File: config.mk
export PLATFORM = sky130hd
export DESIGN_NAME = uart_rx_fsm_flat
export DESIGN_NICKNAME = d
export VERILOG_FILES = /design/src/rtl/uart_rx_fsm_pkg.sv /design/src/rtl/uart_rx_fsm_if.sv /design/src/rtl/uart_rx_fsm_strobe_decode.sv /design/src/rtl/uart_rx_fsm.sv /design/src/flat_wrapper.sv
export SDC_FILE = /design/constraint.sdc
export NUM_CORES = 1
export LEC_CHECK = 0
export ABC_AREA = 1
export ABC_CLOCK_PERIOD_IN_PS = 2000
export BUFFER_PORTS_ARGS = -buffer_cell sky130_fd_sc_hd__clkbuf_2
export CAP_MARGIN = 20
export CORE_MARGIN = 5
export CORE_UTILIZATION = 35
export DETAILED_ROUTE_END_ITERATION = 8
export PLACE_DENSITY = 0.57
export SYNTH_ARGS = -nofsm -noshare
export SYNTH_HDL_FRONTEND = slang
export SYNTH_HIERARCHICAL = 1
export SYNTH_SLANG_ARGS = --single-unit
File: constraint.sdc
create_clock -name clk -period 2 [get_ports clk]
set_input_delay 0.4 -clock clk [delete_from_list [all_inputs] [get_ports clk]]
set_output_delay 0.4 -clock clk [all_outputs]
set_load 0.02 [all_outputs]
File: src/rtl/uart_rx_fsm_pkg.sv
// Shared types and constants for the UART receive sequencer.
package uart_rx_pkg;

   typedef enum logic [2:0] {
      IDLE   = 3'd0,
      START  = 3'd1,
      DATA   = 3'd2,
      PARITY = 3'd3,
      STOP   = 3'd4,
      DONE   = 3'd5
   } state_e;

   localparam logic [5:0] PRESCALE_8  = 6'd8;
   localparam logic [5:0] PRESCALE_16 = 6'd16;
   localparam logic [5:0] PRESCALE_32 = 6'd32;

   localparam int CHK_OFFSET = 2;
   localparam int MID_HALF   = 1;

   function automatic logic prescale_legal(input logic [5:0] p);
      return (p == PRESCALE_8) || (p == PRESCALE_16) || (p == PRESCALE_32);
   endfunction

endpackage

File: src/rtl/uart_rx_fsm_if.sv
// Sequencer <-> receive datapath signal bundle; master is the sequencer side.
interface uart_rx_fsm_if #(parameter int BIT_CNT_W = 4);
   logic                 rx_in;
   logic                 par_en;
   logic [5:0]           prescale;
   logic [4:0]           edge_count;
   logic                 edge_count_done;
   logic                 strt_glitch;
   logic                 par_err;
   logic                 stp_err;
   logic                 edge_cnt_en;
   logic                 data_sample_en;
   logic                 deser_en;
   logic                 strt_chk_en;
   logic                 par_chk_en;
   logic                 stp_chk_en;
   logic [BIT_CNT_W-1:0] bit_count;
   logic                 data_valid;
   logic                 frame_err;

   modport master (
      input  rx_in, par_en, prescale, edge_count, edge_count_done,
             strt_glitch, par_err, stp_err,
      output edge_cnt_en, data_sample_en, deser_en, strt_chk_en, par_chk_en,
             stp_chk_en, bit_count, data_valid, frame_err
   );

   modport slave (
      output rx_in, par_en, prescale, edge_count, edge_count_done,
             strt_glitch, par_err, stp_err,
      input  edge_cnt_en, data_sample_en, deser_en, strt_chk_en, par_chk_en,
             stp_chk_en, bit_count, data_valid, frame_err
   );
endinterface

File: src/rtl/uart_rx_fsm_strobe_decode.sv
// Combinational strobe decode from registered state and the current edge position.
module uart_rx_strobe_decode
   import uart_rx_pkg::*;
(
   input  state_e     state,
   input  logic [4:0] edge_count,
   input  logic [5:0] prescale,
   output logic       edge_cnt_en,
   output logic       data_sample_en,
   output logic       deser_en,
   output logic       strt_chk_en,
   output logic       par_chk_en,
   output logic       stp_chk_en
);
   logic [5:0] half;
   logic [5:0] ec;
   logic       mid;
   logic       chk;

   assign half = prescale >> 1;
   assign ec   = {1'b0, edge_count};
   // ec+1 >= half is ec >= half-1 without underflow
   assign mid  = (ec + 6'(MID_HALF) >= half) && (ec <= half + 6'(MID_HALF));
   assign chk  = (ec == half + 6'(CHK_OFFSET));

   assign edge_cnt_en    = (state == START) || (state == DATA) ||
                           (state == PARITY) || (state == STOP);
   assign data_sample_en = edge_cnt_en && mid;
   assign strt_chk_en    = (state == START)  && chk;
   assign deser_en       = (state == DATA)   && chk;
   assign par_chk_en     = (state == PARITY) && chk;
   assign stp_chk_en     = (state == STOP)   && chk;
endmodule

File: src/rtl/uart_rx_fsm.sv
// UART receive sequencer: frame state, data bit index and sticky frame error flags.
module uart_rx_fsm
   import uart_rx_pkg::*;
#(
   parameter int DATA_WIDTH = 8,
   parameter int BIT_CNT_W  = 4
) (
   input logic          clk,
   input logic          reset,
   uart_rx_fsm_if.master bus
);
   state_e               state;
   logic [BIT_CNT_W-1:0] bit_count;
   logic                 par_flag;
   logic                 stp_flag;
   logic                 cnt_en, smp_en, dsr_en, strt_chk, par_chk, stp_chk;

   uart_rx_strobe_decode u_dec (
      .state          (state),
      .edge_count     (bus.edge_count),
      .prescale       (bus.prescale),
      .edge_cnt_en    (cnt_en),
      .data_sample_en (smp_en),
      .deser_en       (dsr_en),
      .strt_chk_en    (strt_chk),
      .par_chk_en     (par_chk),
      .stp_chk_en     (stp_chk)
   );

   assign bus.edge_cnt_en    = cnt_en;
   assign bus.data_sample_en = smp_en;
   assign bus.deser_en       = dsr_en;
   assign bus.strt_chk_en    = strt_chk;
   assign bus.par_chk_en     = par_chk;
   assign bus.stp_chk_en     = stp_chk;
   assign bus.bit_count      = bit_count;
   assign bus.data_valid     = (state == DONE) && !(par_flag || stp_flag);
   assign bus.frame_err      = (state == DONE) &&  (par_flag || stp_flag);

   always_ff @(posedge clk or posedge reset) begin
      if (reset) begin
         state     <= IDLE;
         bit_count <= '0;
         par_flag  <= 1'b0;
         stp_flag  <= 1'b0;
      end else begin
         case (state)
            IDLE:
               if (!bus.rx_in && prescale_legal(bus.prescale)) state <= START;
            START:
               // a failed start check wins even on the last edge of the bit
               if (strt_chk && bus.strt_glitch) begin
                  state <= IDLE;
               end else if (bus.edge_count_done) begin
                  state     <= DATA;
                  bit_count <= '0;
                  par_flag  <= 1'b0;
                  stp_flag  <= 1'b0;
               end
            DATA:
               if (bus.edge_count_done) begin
                  if (bit_count == BIT_CNT_W'(DATA_WIDTH - 1)) begin
                     bit_count <= '0;
                     state     <= bus.par_en ? PARITY : STOP;
                  end else begin
                     bit_count <= bit_count + 1'b1;
                  end
               end
            PARITY: begin
               if (par_chk) par_flag <= par_flag | bus.par_err;
               if (bus.edge_count_done) state <= STOP;
            end
            STOP: begin
               if (stp_chk) stp_flag <= stp_flag | bus.stp_err;
               if (bus.edge_count_done) state <= DONE;
            end
            DONE:
               state <= bus.rx_in ? IDLE : START;
            default:
               state <= IDLE;
         endcase
      end
   end
endmodule

File: src/flat_wrapper.sv
// flat-port wrapper written by rule: the top's interface ports become plain ports
module uart_rx_fsm_flat import uart_rx_pkg::*;
#(
   parameter int DATA_WIDTH = 8,
   parameter int BIT_CNT_W  = 4
)
  (clk, reset, bus_rx_in, bus_par_en, bus_prescale, bus_edge_count, bus_edge_count_done, bus_strt_glitch, bus_par_err, bus_stp_err, bus_edge_cnt_en, bus_data_sample_en, bus_deser_en, bus_strt_chk_en, bus_par_chk_en, bus_stp_chk_en, bus_bit_count, bus_data_valid, bus_frame_err);
  uart_rx_fsm_if #(.BIT_CNT_W(BIT_CNT_W)) bus_i ();
  input logic clk;
  input logic reset;
  input wire logic [$bits(bus_i.rx_in)-1:0] bus_rx_in;
  input wire logic [$bits(bus_i.par_en)-1:0] bus_par_en;
  input wire logic [$bits(bus_i.prescale)-1:0] bus_prescale;
  input wire logic [$bits(bus_i.edge_count)-1:0] bus_edge_count;
  input wire logic [$bits(bus_i.edge_count_done)-1:0] bus_edge_count_done;
  input wire logic [$bits(bus_i.strt_glitch)-1:0] bus_strt_glitch;
  input wire logic [$bits(bus_i.par_err)-1:0] bus_par_err;
  input wire logic [$bits(bus_i.stp_err)-1:0] bus_stp_err;
  output wire logic [$bits(bus_i.edge_cnt_en)-1:0] bus_edge_cnt_en;
  output wire logic [$bits(bus_i.data_sample_en)-1:0] bus_data_sample_en;
  output wire logic [$bits(bus_i.deser_en)-1:0] bus_deser_en;
  output wire logic [$bits(bus_i.strt_chk_en)-1:0] bus_strt_chk_en;
  output wire logic [$bits(bus_i.par_chk_en)-1:0] bus_par_chk_en;
  output wire logic [$bits(bus_i.stp_chk_en)-1:0] bus_stp_chk_en;
  output wire logic [$bits(bus_i.bit_count)-1:0] bus_bit_count;
  output wire logic [$bits(bus_i.data_valid)-1:0] bus_data_valid;
  output wire logic [$bits(bus_i.frame_err)-1:0] bus_frame_err;
  assign bus_i.rx_in = bus_rx_in;
  assign bus_i.par_en = bus_par_en;
  assign bus_i.prescale = bus_prescale;
  assign bus_i.edge_count = bus_edge_count;
  assign bus_i.edge_count_done = bus_edge_count_done;
  assign bus_i.strt_glitch = bus_strt_glitch;
  assign bus_i.par_err = bus_par_err;
  assign bus_i.stp_err = bus_stp_err;
  assign bus_edge_cnt_en = bus_i.edge_cnt_en;
  assign bus_data_sample_en = bus_i.data_sample_en;
  assign bus_deser_en = bus_i.deser_en;
  assign bus_strt_chk_en = bus_i.strt_chk_en;
  assign bus_par_chk_en = bus_i.par_chk_en;
  assign bus_stp_chk_en = bus_i.stp_chk_en;
  assign bus_bit_count = bus_i.bit_count;
  assign bus_data_valid = bus_i.data_valid;
  assign bus_frame_err = bus_i.frame_err;
  uart_rx_fsm #(.DATA_WIDTH(DATA_WIDTH), .BIT_CNT_W(BIT_CNT_W)) u_core (.clk(clk), .reset(reset), .bus(bus_i));
endmodule
* Word level (Yosys, flattened, before mapping)
Cells that the tools add are included.
Operators by class: order comparisons 2, reductions and logical operators 26, $add $sub $neg 4, bitwise logic cells 2, mux-type cells 21, equal/unequal tests 20
Operators with widths (number):
- $mux W3 | 8
- $pmux W3 S6 | 1
- $mux W4 | 4
- $ne A2 B2 Y1 const B | 7
- $add A5 B1 Y6 const B | 2
- $reduce_and A4 Y1 | 3
- $logic_and A1 B1 Y1 | 10
- $pmux W4 S2 | 1
- $add A5 B2 Y6 const B | 1
- $eq A3 B2 Y1 const B | 2
- $eq A3 B3 Y1 const B | 2
- $eq A5 B6 Y1 | 1
- $eq A6 B4 Y1 const B | 1
- $eq A6 B5 Y1 const B | 1
- $eq A6 B6 Y1 const B | 1
- $ge A6 B5 Y1 | 1
- $le A5 B6 Y1 | 1
- $logic_or A1 B1 Y1 | 6
- $reduce_and A6 Y1 | 1
- $reduce_bool A2 Y1 | 3
- $mux W1 | 5
- $add A4 B1 Y4 const B | 1
- $eq A4 B3 Y1 const B | 1
- $ne A2 B1 Y1 const B | 2
- 6 further kinds | 9
Storage, ports and cells: register bits after elaboration 9, bits of input ports 19

* Longest topological paths before layout
Gate-level depths: netlist of the first run.
word-level depth 6, depth in mapped cells 15, mapped depth without buffers 14

* Hierarchy
Netlist of the first run, hierarchy kept.
By module, submodules not included:
- uart_rx_fsm | seq. area each 225.2 sq um, cells each 94, area an instance 694.4 sq um, instances 1
- uart_rx_strobe_decode | seq. area each 0.0 sq um, cells each 104, area an instance 613.1 sq um, instances 1

* Least setup slack after synthesis of the first run
OpenSTA, ideal clock, no wires.
path type in2out, start point input bus_prescale[2], end point output bus_data_sample_en, setup slack -0.280 ns, buffers on the path 0, arrival time 1.880 ns, stages 14, data required time 1.600 ns, path through ha_1 xnor2_2 a21oi_1 inv_1 ha_1 nand2_1 inv_1 nand2_1 nand2_1 nand2_1 nand2_1 nand2_1 nand2_1 nor2_1
On the way: word-level cells in the longest chain between the ends 4
Ends and longest elaborated chain:
- start: declaration | line flat_wrapper.sv:13 | input wire logic [$bits(bus_i.prescale)-1:0] bus_prescale;
- $add A5 B1 Y6 | line uart_rx_fsm_strobe_decode.sv:23 | assign mid = (ec + 6'(MID_HALF) >= half) && (ec <= half + 6'(MID_HALF));
- $le A5 B6 Y1 | line uart_rx_fsm_strobe_decode.sv:23
- $logic_and A1 B1 Y1 (*) | line uart_rx_fsm_strobe_decode.sv:23
- $logic_and A1 B1 Y1 (*) | line uart_rx_fsm_strobe_decode.sv:28 | assign data_sample_en = edge_cnt_en && mid;
- end: declaration | line flat_wrapper.sv:20 | output wire logic [$bits(bus_i.data_sample_en)-1:0] bus_data_sample_en;
Every way passes the cells marked *; elsewhere a longest branch is shown, timed or not.

* Final worst setup path of the first run
Ends and elaborated chain as after synthesis.

==> results of run 1 <==
what timing repair did:
item                                    CTS  global route
endpoints found under the setup margin    5            13
hold buffers                              0             0
setup buffers                             5             0
pin swaps                                11             2
gates resized for setup                  29            12
metal layers:
layer,GRT usage,routed length [microns],share of wire
met1,0.189,1630,0.48
met2,0.222,1550,0.45
met3,0.0426,216,0.063
met4,0.0376,19,0.0056
met5,0,0,0
flip-flops by register name, indices dropped and copies added (netlist names):
name	flops
u_core/stp_flag	1
u_core/state	3
u_core/par_flag	1
u_core/bus.bit_count	4
cell usage after synthesis:
cell type	n
o21ai_2	2
inv_1	31
o21a_1	1
xnor2_2	1
nand2_2	4
o22a_1	1
buf_6	3
xor2_1	7
nand3_2	1
nand4_2	1
clkinv_4	1
o21ai_0	4
dfrtp_1	9
clkinv_2	1
a21oi_1	9
inv_2	4
ha_1	14
nor2_8	1
nor2_2	3
nand3_1	19
or2_2	2
nand2_4	2
a21o_1	1
o211ai_1	1
nand4_1	5
a21oi_2	1
nor3_1	1
nor2_1	17
clkbuf_8	1
nand2_1	48
xnor2_1	2
cell type report:
cell class / instances / area (sq um) / share of cell area
timing repair buffer: 60 / 453 / 0.232
inverter: 37 / 145 / 0.0745
sequential: 9 / 225 / 0.116
tap: 48 / 60.1 / 0.0308
multi-input combinational: 148 / 1020 / 0.524
clock buffer: 4 / 45.0 / 0.0231
report_power, final:
group	leakage, nW	internal (mW)	total (mW)	switching (mW)
Clock	0.0228	0.139	0.213	0.0738
Sequential	0.117	0.254	0.339	0.0850
Combinational	0.918	0.390	1.00	0.614
path summary, 6_finish.rpt:
| kind | from | endpoint |
|---|---|---|
| hold reg to reg | u_core/bus.bit_count[1]$_DFFE_PP0P_ | u_core/bus.bit_count[1]$_DFFE_PP0P_ |
| setup / recovery | bus_prescale[2] | bus_data_sample_en |
| max in group asynchronous | reset | u_core/par_flag$_DFFE_PP0P_ |
| setup reg to reg | u_core/state[0]$_DFFE_PP0P_ | u_core/bus.bit_count[0]$_DFFE_PP0P_ |
| hold / removal | reset | u_core/bus.bit_count[1]$_DFFE_PP0P_ |
| min in group clk | bus_par_err | u_core/par_flag$_DFFE_PP0P_ |
kinds of logic after synthesis:
group | share of synthesized area
buffers and inverters | 0.147
XOR/XNOR | 0.0727
AO/OA/AOI/OAI | 0.0938
flip-flops | 0.172
AND/OR/NAND/NOR | 0.380
adder cells (fa/ha/maj) | 0.134
per-stage QoR:
stage / cell area, sq um / utilization
after floorplan: 1340 / -
after global placement: 1690 / 0.465
after detailed placement: 1690 / 0.465
after CTS: 1910 / 0.526
after global routing: 1950 / 0.537
final: 1950 / 0.537
==> impl_results.md, run 1 <==
- Number of synthesized register bits: 9
- Worst reg2reg setup slack: 0.21 ns
- Starting Density: 0.360
- 1st-iter DRT viols: 66
- # IOs: 31
- Seq/Total Area, Yosys: 0.172
- Die area: 0.00506 sq mm
- CTS tree: built
- Critical Path End Type: output pin
- Area Overhead vs Synth: 49.1%
- Cells after DPL: 297
- Violated checks: setup timing
- Worst skew pair latency: 0.24 ns
- Crit-path cells: clkbuf_16, ha_4, xnor2_2, a21oi_1, inv_1, ha_4, nand2_2, inv_2, nand2_2, nand2_1, nand2_1, nand2_1, nand2_1, nand2_2, nor2_4, buf_8
- GR Overflow Total: 0
- Post-synthesis area per instance: 6.60 sq um
- Largest area contributor in the netlist: dfrtp_1
- Layout cells sized above 1: 0.422
- Setup crit start kind: input port
- Worst Max-Slew Pin Slew: 0.345 ns
- Fmax: 0.433 GHz
- DPL Wire Length: 2750 microns
- Crit-path slowest cell: ha_4
- Status: complete, but fails checks
- Final Setup Violations: 4
- Unrepaired setup endpoints after global routing: true
- H-tree depth: 1
- CP Max Fanout: 3
- Slew Limit Fails: 0
- Drt wl/cell: 11.2 microns
- Chip height: 71.1 microns
- Largest net degree at the start of global routing: 11
- DR vias/cell: 4.58
- Drt total wl: 3420 microns
- Worst Hold Class: in2async
- Rel. slew slack: 0.770
- R2R depth: 10
- Global placer's final weighted congestion: 0.799
- Setup_tns: -0.423 ns
- Die Wd: 71.1 microns
- Max-cap violations: 0
- Delay-heaviest family, CP: adder cells
- Synth cell types: 31
- Fillers: 365
- Kind of critical path: in2out
- Tcrit/Tclk final: 1.16
- Dpl ws: -0.462 ns
- Share of the synthesized area in the top cell type: 0.172
- Final setup skew: 0.00606 ns
- Nets: 292
- Commonest cells after routing, fill and taps aside: nand2_1, buf_4, inv_1, clkbuf_2, nand3_1
- Crit path DAT: 1.91 ns
- Pwr Total: 1.56 mW
- Most common cell after layout, fill and taps aside: nand2_1
- Maximum root-to-sink buffer count: 2
- Worst path buffer plus inverter count: 4
- Initial antenna violation count: 0
- Clock Sinks: 9
- Maximum VDD drop: 0.496 mV
- Port bufs: 30
- Crit path time final: 2.31 ns
- Hold slack: 0.0942 ns
- Crit path depth: 16
- Post-Syn Area: 0.00131 sq mm
- Number of nets with antenna violations after routing: 0
- First-pass GRT wire length: 5840 microns
- Crit-path most repeated cell: nand2_1
- PD cells: 798 mW/mm^2
- Row count: 22
- Mapped Cells: 198
- Final Hold Viols: 0
- GRT Util Overall: 0.142
- Layout Cells excl Fill: 306
- Yosys warnings: 6
- Highest cell delay on the worst timing path: 0.28 ns
- First drt pass iteration count: 4
- Via count: 1403
- Synthesized Nets: 231
- Pleak: 1.06 nW
- Area contributors post-synth: dfrtp_1, nand2_1, ha_1
- Worst EP required: 1.60 ns
- CTS root buf: clkbuf_8
- DRC: 0
- Final WS setup: -0.310 ns
- Diode count: 0
- Core Region: 0.00363 sq mm
- Inserted Clock Buffers: 3
- Vias in the first global route: 1327
- Reg clk slew, reported paths: 0.05 ns
No activity file was read; power rests on OpenSTA's default activity.
==> run 2: changes to the inputs <==
--- a/config.mk
+++ b/config.mk
@@ -9,10 +9,9 @@
 export ABC_CLOCK_PERIOD_IN_PS = 2000
 export BUFFER_PORTS_ARGS = -buffer_cell sky130_fd_sc_hd__clkbuf_2
 export CAP_MARGIN = 20
-export CORE_MARGIN = 5
-export CORE_UTILIZATION = 35
+export CORE_UTILIZATION = 45
 export DETAILED_ROUTE_END_ITERATION = 8
-export PLACE_DENSITY = 0.57
+export PLACE_DENSITY = 0.7
 export SYNTH_ARGS = -nofsm -noshare
 export SYNTH_HDL_FRONTEND = slang
 export SYNTH_HIERARCHICAL = 1
==> impl_results.md, run 2 (synthesized netlist as in run 1, its figures left out) <==
- Worst reg2reg setup slack: 0.23 ns (+0.02 ns)
- Clock Sinks: 9 (unchanged)
- Crit-path slowest cell: ha_4
- Tcrit/Tclk final: 1.15 (-0.00314)
- Crit-path most repeated cell: nand2_2
- Final Setup Violations: 1 (-3)
- Fmax: 0.434 GHz (+0.27%)
- Setup_tns: -0.304 ns (+0.119 ns)
- Worst Hold Class: in2async
- Core Region: 0.00276 sq mm (-24%)
- Maximum VDD drop: 0.978 mV (+97%)
- Status: complete, but fails checks
- CP Max Fanout: 4 (+1)
- Violated checks: setup timing
- Setup crit start kind: input port
- Final setup skew: 0.00571 ns (-0.000345 ns)
- Number of nets with antenna violations after routing: 0 (unchanged)
- Row count: 19 (-14%)
- Worst skew pair latency: 0.26 ns (+0.02 ns)
- Chip height: 55.9 microns (-21%)
- Drt total wl: 3210 microns (-6.1%)
- Maximum root-to-sink buffer count: 2 (unchanged)
- # IOs: 31 (unchanged)
- Kind of critical path: in2out
- Most common cell after layout, fill and taps aside: nand2_1
- Slew Limit Fails: 0 (unchanged)
- First-pass GRT wire length: 5640 microns (-3.4%)
- Largest net degree at the start of global routing: 11 (unchanged)
- Die area: 0.00313 sq mm (-38%)
- Reg clk slew, reported paths: 0.06 ns (about the same)
- Rel. slew slack: 0.758 (-0.0120)
- Port bufs: 30 (unchanged)
- Top reg by flops: u_core/bus.bit_count
- First drt pass iteration count: 4 (unchanged)
- Biggest regs: u_core/bus.bit_count: 4 flops, u_core/state: 3 flops
- Max-cap violations: 0 (unchanged)
- PD cells: 782 mW/mm^2 (-2.0%)
- Worst EP required: 1.60 ns (about the same)
- Nets: 290 (-0.68%)
- Commonest cells after routing, fill and taps aside: nand2_1, inv_1, buf_4, clkbuf_2, nand3_1
- H-tree depth: 1 (unchanged)
- 1st-iter DRT viols: 30 (-55%)
- Drt wl/cell: 11.2 microns (about the same)
- Worst path buffer plus inverter count: 4 (unchanged)
- Pleak: 1.04 nW (-1.5%)
- CTS tree: built
- DR vias/cell: 4.88 (+6.4%)
- Global placer's final weighted congestion: 0.905 (+13%)
- Final WS setup: -0.304 ns (+0.00628 ns)
- CTS root buf: clkbuf_4
- Hold Buf Count CTS: 0 (unchanged)
- Via count: 1400 (-0.21%)
- Worst Max-Slew Pin Slew: 0.363 ns (+0.0176 ns)
- Initial antenna violation count: 0 (unchanged)
- Crit path DAT: 1.90 ns (about the same)
- DRC: 0 (unchanged)
- Critical Path End Type: output pin
- Delay-heaviest family, CP: adder cells
- DPL Wire Length: 2390 microns (-13%)
- Diode count: 0 (unchanged)
- Crit path time final: 2.30 ns (-0.00628 ns)
- Unrepaired setup endpoints after global routing: true
- Inserted Clock Buffers: 3 (unchanged)
- Crit-path cells: buf_8, ha_4, xnor2_2, a21oi_1, inv_1, ha_4, nand2_4, inv_2, nand2_2, nand2_2, nand2_2, nand2_1, nand2_1, nand2_2, nor2_4, buf_8
- GRT Util Overall: 0.223 (+0.0812)
- Max reg flops: 4 (unchanged)
- Die Wd: 55.9 microns (-21%)
- Final Hold Viols: 0 (unchanged)
- Hold slack: 0.0762 ns (-0.0180 ns)
- Pwr Total: 1.49 mW (-4.1%)
- Starting Density: 0.474 (+0.114)
- Highest cell delay on the worst timing path: 0.29 ns (about the same)
- Layout cells sized above 1: 0.434 (+0.0111)
- Area Overhead vs Synth: 45.8%
- GR Overflow Total: 0 (unchanged)
- Vias in the first global route: 1304 (-1.7%)
## run 2: changes by cell type in the layout (fill, tap and decap cells not counted), moves of 3 or more
cell,previous run,this run
clkbuf_8,7,2
buf_4,29,25
buf_6,2,5
nand2_1,43,40
nor2_1,9,12
nor2_2,5,2
## run 2: timing repair
| item | in CTS | in global routing |
|---|---|---|
| resized for setup | 22 | 27 |
| pin swaps | 15 | 20 |
| setup endpoints to repair | 5 | 6 |
| hold endpoints to repair | 0 | 0 |
| buffers inserted | 5 | 2 |
## run 2: cell type report
class | count | area [sq um]
multi-input cells | 148 | 1040
fillers | 238 | 851
repair buffers | 58 | 432
flip-flops and latches | 9 | 225
inverters | 37 | 145
well taps | 31 | 38.8
clock buffers | 4 | 26.3
## run 2: routing by layer
metal / part of all wire / wire [microns] / vias to the layer above / global-route usage
li1: - / - / 748 / -
met1: 0.49 / 1560 / 625 / 0.317
met2: 0.47 / 1510 / 25 / 0.360
met3: 0.039 / 124 / 2 / 0.0465
met4: 0.0047 / 15 / 0 / 0.0279
met5: 0 / 0 / - / 0
## run 2: final timing paths
| check | cells past startpoint | startpoint | end |
|---|---|---|---|
| worst min register to register | 2 | u_core/bus.bit_count[1]$_DFFE_PP0P_ | u_core/bus.bit_count[1]$_DFFE_PP0P_ |
| worst max register to register | 9 | u_core/state[0]$_DFFE_PP0P_ | u_core/bus.bit_count[0]$_DFFE_PP0P_ |
| worst max-delay path | 16 | bus_prescale[2] | bus_data_sample_en |
| max in group asynchronous | 2 | reset | u_core/state[1]$_DFFE_PP0P_ |
| worst min-delay path | 2 | reset | u_core/bus.bit_count[3]$_DFFE_PP0P_ |
| min in group clk | 3 | bus_par_err | u_core/par_flag$_DFFE_PP0P_ |
## run 2: where the power goes
part / internal (mW) / switching (mW) / total (mW)
clock network: 0.0769 / 0.0626 / 0.139
logic: 0.407 / 0.611 / 1.02
registers: 0.253 / 0.0808 / 0.334
## run 2: stage by stage
step / util / setup WS, ns / instance area (sq um) / instances
floorplan: - / -0.0967 / 1340 / 198
global placement: 0.602 / -0.390 / 1660 / 279
detailed placement: 0.602 / -0.445 / 1660 / 279
CTS: 0.661 / -0.313 / 1820 / 287
global route: 0.691 / -0.397 / 1910 / 287
finish: 0.691 / -0.304 / 1910 / 287
## run 2: worst register-to-register path: cells and delay by family (launching register included)
kind,cells,cell delay [ns]
compound gates,1,0.16
flops,1,0.45
simple gates,8,1.03
==> run 3: changes to the inputs <==
--- a/config.mk
+++ b/config.mk
@@ -11,8 +11,7 @@
 export CAP_MARGIN = 20
 export CORE_UTILIZATION = 45
 export DETAILED_ROUTE_END_ITERATION = 8
-export PLACE_DENSITY = 0.7
+export PLACE_DENSITY = 0.71
 export SYNTH_ARGS = -nofsm -noshare
 export SYNTH_HDL_FRONTEND = slang
-export SYNTH_HIERARCHICAL = 1
 export SYNTH_SLANG_ARGS = --single-unit
==> impl_results.md, run 3 <==
- Status: complete, but fails checks
- Violated checks: setup timing
- Vias in the first global route: 1226 (-6.0%)
- Final Setup Violations: 5 (+4)
- Nets: 301 (+3.8%)
- Chip height: 55.1 microns (-1.4%)
- CTS root buf: clkbuf_4
- Max reg flops: 4 (unchanged)
- Largest area contributor in the netlist: dfrtp_1
- Maximum VDD drop: 0.770 mV (-21%)
- Cell area after placement: 0.00168 sq mm (+1.1%)
- Main synth FF type: dfrtp_1
- DRC: 0 (unchanged)
- H-tree depth: 1 (unchanged)
- Crit path DAT: 1.90 ns (about the same)
- Drt total wl: 3780 microns (+18%)
- DR vias/cell: 5.11 (+4.7%)
- Unrepaired setup endpoints after global routing: true
- Worst skew pair latency: 0.26 ns (about the same)
- Starting Density: 0.495 (+0.0205)
- Post-Syn Area: 0.00127 sq mm (-2.9%)
- Highest cell delay on the worst timing path: 0.28 ns (about the same)
- Setup crit start kind: input port
- Mapped Cells: 195 (-1.5%)
- Synthesized Nets: 230 (-0.43%)
- GRT Util Overall: 0.248 (+0.0246)
- Finished layout cell area: 0.00201 sq mm (+5.2%)
- CP startpoint: bus_prescale[2]
- Reg power frac: 0.200 (-0.024)
- Tcrit/Tclk final: 1.15 (-0.00331)
- Worst reg2reg setup slack: 0.44 ns (+0.21 ns)
- Share of the synthesized area in the top cell type: 0.177 (+0.00509)
- Number of nets with antenna violations after routing: 0 (unchanged)
- First-pass GRT wire length: 5240 microns (-7.1%)
- Clock share of power: 0.102 (+0.008)
- Pleak: 1.06 nW (+2.1%)
- Commonest cells after routing, fill and taps aside: nand2_1, buf_4, inv_1, clkbuf_2, nand3_1
- Fmax: 0.435 GHz (+0.29%)
- Largest net degree at the start of global routing: 10 (-1)
- CP Max Fanout: 4 (unchanged)
- Most common cell after layout, fill and taps aside: nand2_1
- Max-cap violations: 0 (unchanged)
- Most numerous cell in the Yosys netlist: nand2_1
- Number of synthesized register bits: 9 (unchanged)
- # IOs: 31 (unchanged)
- Most instantiated cells after synthesis: nand2_1, inv_1, nand3_1
- Rel. slew slack: 0.766 (+0.00868)
- Row count: 18 (-1)
- Seq/Total Area, Yosys: 0.177 (+0.00509)
- Global placer's final weighted congestion: 0.807 (-11%)
- Core Region: 0.00257 sq mm (-6.9%)
- FF-to-FF End: u_core.par_flag$_DFFE_PP0P_
- PD cells: 691 mW/mm^2 (-12%)
- Die Wd: 55.1 microns (-1.4%)
- Synth cell types: 27 (-13%)
- Slew Limit Fails: 0 (unchanged)
- Worst Max-Slew Pin Slew: 0.350 ns (-0.0130 ns)
- R2R depth: 9 (unchanged)
- Diode count: 0 (unchanged)
- CTS tree: built
- Switching power: 0.713 mW (-5.5%)
- Post-synthesis area per instance: 6.51 sq um (-1.4%)
- Fillers: 183 (-23%)
- Final setup skew: 0.00161 ns (-0.00410 ns)
- Inserted Clock Buffers: 3 (unchanged)
- Crit-path slowest cell: ha_4
- Hold Buf Count CTS: 0 (unchanged)
- EDFF count, synth: 0 (unchanged)
- DPL Wire Length: 2600 microns (+8.6%)
- Crit path to: bus_data_sample_en
- Top reg by flops: u_core.bus.bit_count
- First drt pass iteration count: 4 (unchanged)
- Via count: 1507 (+7.6%)
- Area Overhead vs Synth: 58.0%
- Switching share of power: 0.514 (+0.00788)
- Yosys warnings: 0 (-6)
- Initial antenna violation count: 0 (unchanged)
- Reg2reg start: u_core.state[2]$_DFFE_PP0P_
- Worst Hold Class: in2async
- Crit-path cells: clkbuf_16, ha_4, inv_4, nand2_4, nand3_2, o21ai_2, inv_2, ha_4, nand2_4, nor2_4, a21oi_2, nand2_1, nand2_2, a21oi_4, buf_8
- Critical Path End Type: output pin
- 1st-iter DRT viols: 42 (+40%)
- Drt wl/cell: 12.8 microns (+15%)
- Crit path time final: 2.30 ns (-0.00662 ns)
- Port bufs: 30 (unchanged)
- Clock Sinks: 9 (unchanged)
- GR Overflow Total: 0 (unchanged)
- Reg clk slew, reported paths: 0.06 ns (about the same)
- Biggest regs: u_core.bus.bit_count: 4 flops, u_core.state: 3 flops
- Final WS setup: -0.297 ns (+0.00662 ns)
- Kind of critical path: in2out
- Layout cells sized above 1: 0.449 (+0.0155)
- Setup_tns: -1.26 ns (-0.952 ns)
- Gate power share: 0.699 (+0.016)
- Final Hold Viols: 0 (unchanged)
- Worst EP required: 1.60 ns (about the same)
- Area contributors post-synth: dfrtp_1, ha_1, nand2_1
- Cell Int Power: 0.674 mW (-8.4%)
- Post-synth ARST share: 1.00 (unchanged)
- Maximum root-to-sink buffer count: 2 (unchanged)
- Die area: 0.00304 sq mm (-2.8%)
==> run 3: cell types whose count changed after synthesis, sizes merged, moves of 3 or more <==
cell and delta:
nand3 +6, nand2 -4, buf -3, nor2 +5
==> run 3: worst max-delay path: cells and delay by family <==
family                     cells  cell delay, ns
buffers and inverters          4            0.35
adders and majority gates      2            0.46
and+or+nand+nor                6            0.47
AOI/OAI and AO/OA              3            0.23
==> run 3: final cells by class <==
| cell class | count | area, sq um | share of cell area |
|---|---|---|---|
| clock buffers | 4 | 26.3 | 0.0131 |
| flip-flops and latches | 9 | 225 | 0.112 |
| well taps | 30 | 37.5 | 0.0187 |
| repair buffers | 66 | 508 | 0.253 |
| inverters | 35 | 134 | 0.0667 |
| multi-input cells | 151 | 1080 | 0.536 |
==> run 3: layer usage <==
metal	share of wire	GRT usage	vias to the layer above	wire length, microns
li1	-	-	771	-
met1	0.45	0.325	680	1710
met2	0.49	0.410	52	1840
met3	0.055	0.0656	4	208
met4	0.0066	0.0417	0	25
met5	0	0	-	0
==> run 3: power by group through the flow <==
stage | Clock, mW | Combinational, mW | Sequential [mW]
final | 0.141 | 0.970 | 0.277
after global routing | 0.155 | 1.08 | 0.283
after CTS | 0.140 | 0.876 | 0.277
after detailed placement | 0 | 0.821 | 0.280
after global placement | 0 | 0.812 | 0.279
after floorplan | 0 | 0.577 | 0.283
==> run 3: repair_timing <==
action / CTS / global route
setup buffers: 8 / 2
gates resized for setup: 22 / 35
setup endpoints to repair: 5 / 7
pin swaps: 17 / 19
==> run 3: worst min-delay path by stage <==
stage | from | end | slack, ns | depth (start not counted)
floorplan | reset | u_core.bus.bit_count[0]$_DFFE_PP0P_ | 0.23 | 1
global placement | reset | u_core.state[1]$_DFFE_PP0P_ | 0.36 | 2
detailed placement | reset | u_core.state[1]$_DFFE_PP0P_ | 0.36 | 2
CTS | reset | u_core.state[1]$_DFFE_PP0P_ | 0.08 | 2
global route | reset | u_core.state[0]$_DFFE_PP0P_ | 0.10 | 2
finish | reset | u_core.bus.bit_count[3]$_DFFE_PP0P_ | 0.07 | 2
==> run 3: stage by stage <==
step,setup WS (ns),util,hold slack [ns],power (mW),std cells
after floorplan,0.0000818,-,0.228,0.860,195
after global placement,-0.326,0.653,0.356,1.09,281
after detailed placement,-0.335,0.653,0.358,1.10,281
after CTS,-0.228,0.728,0.0786,1.29,293
after global routing,-0.373,0.782,0.104,1.51,295
final,-0.297,0.782,0.0690,1.39,295
==> run 3: cell families (layout without fill, tap and decap cells) <==
family          count (synthesis)  after routing  synth area share
buf+inv                        35            105             0.103
compound gates                 20             20            0.0936
flops                           9              9             0.177
xor+xnor                        6              6            0.0414
simple gates                  109            109             0.427
fa+ha+maj                      16             16             0.158
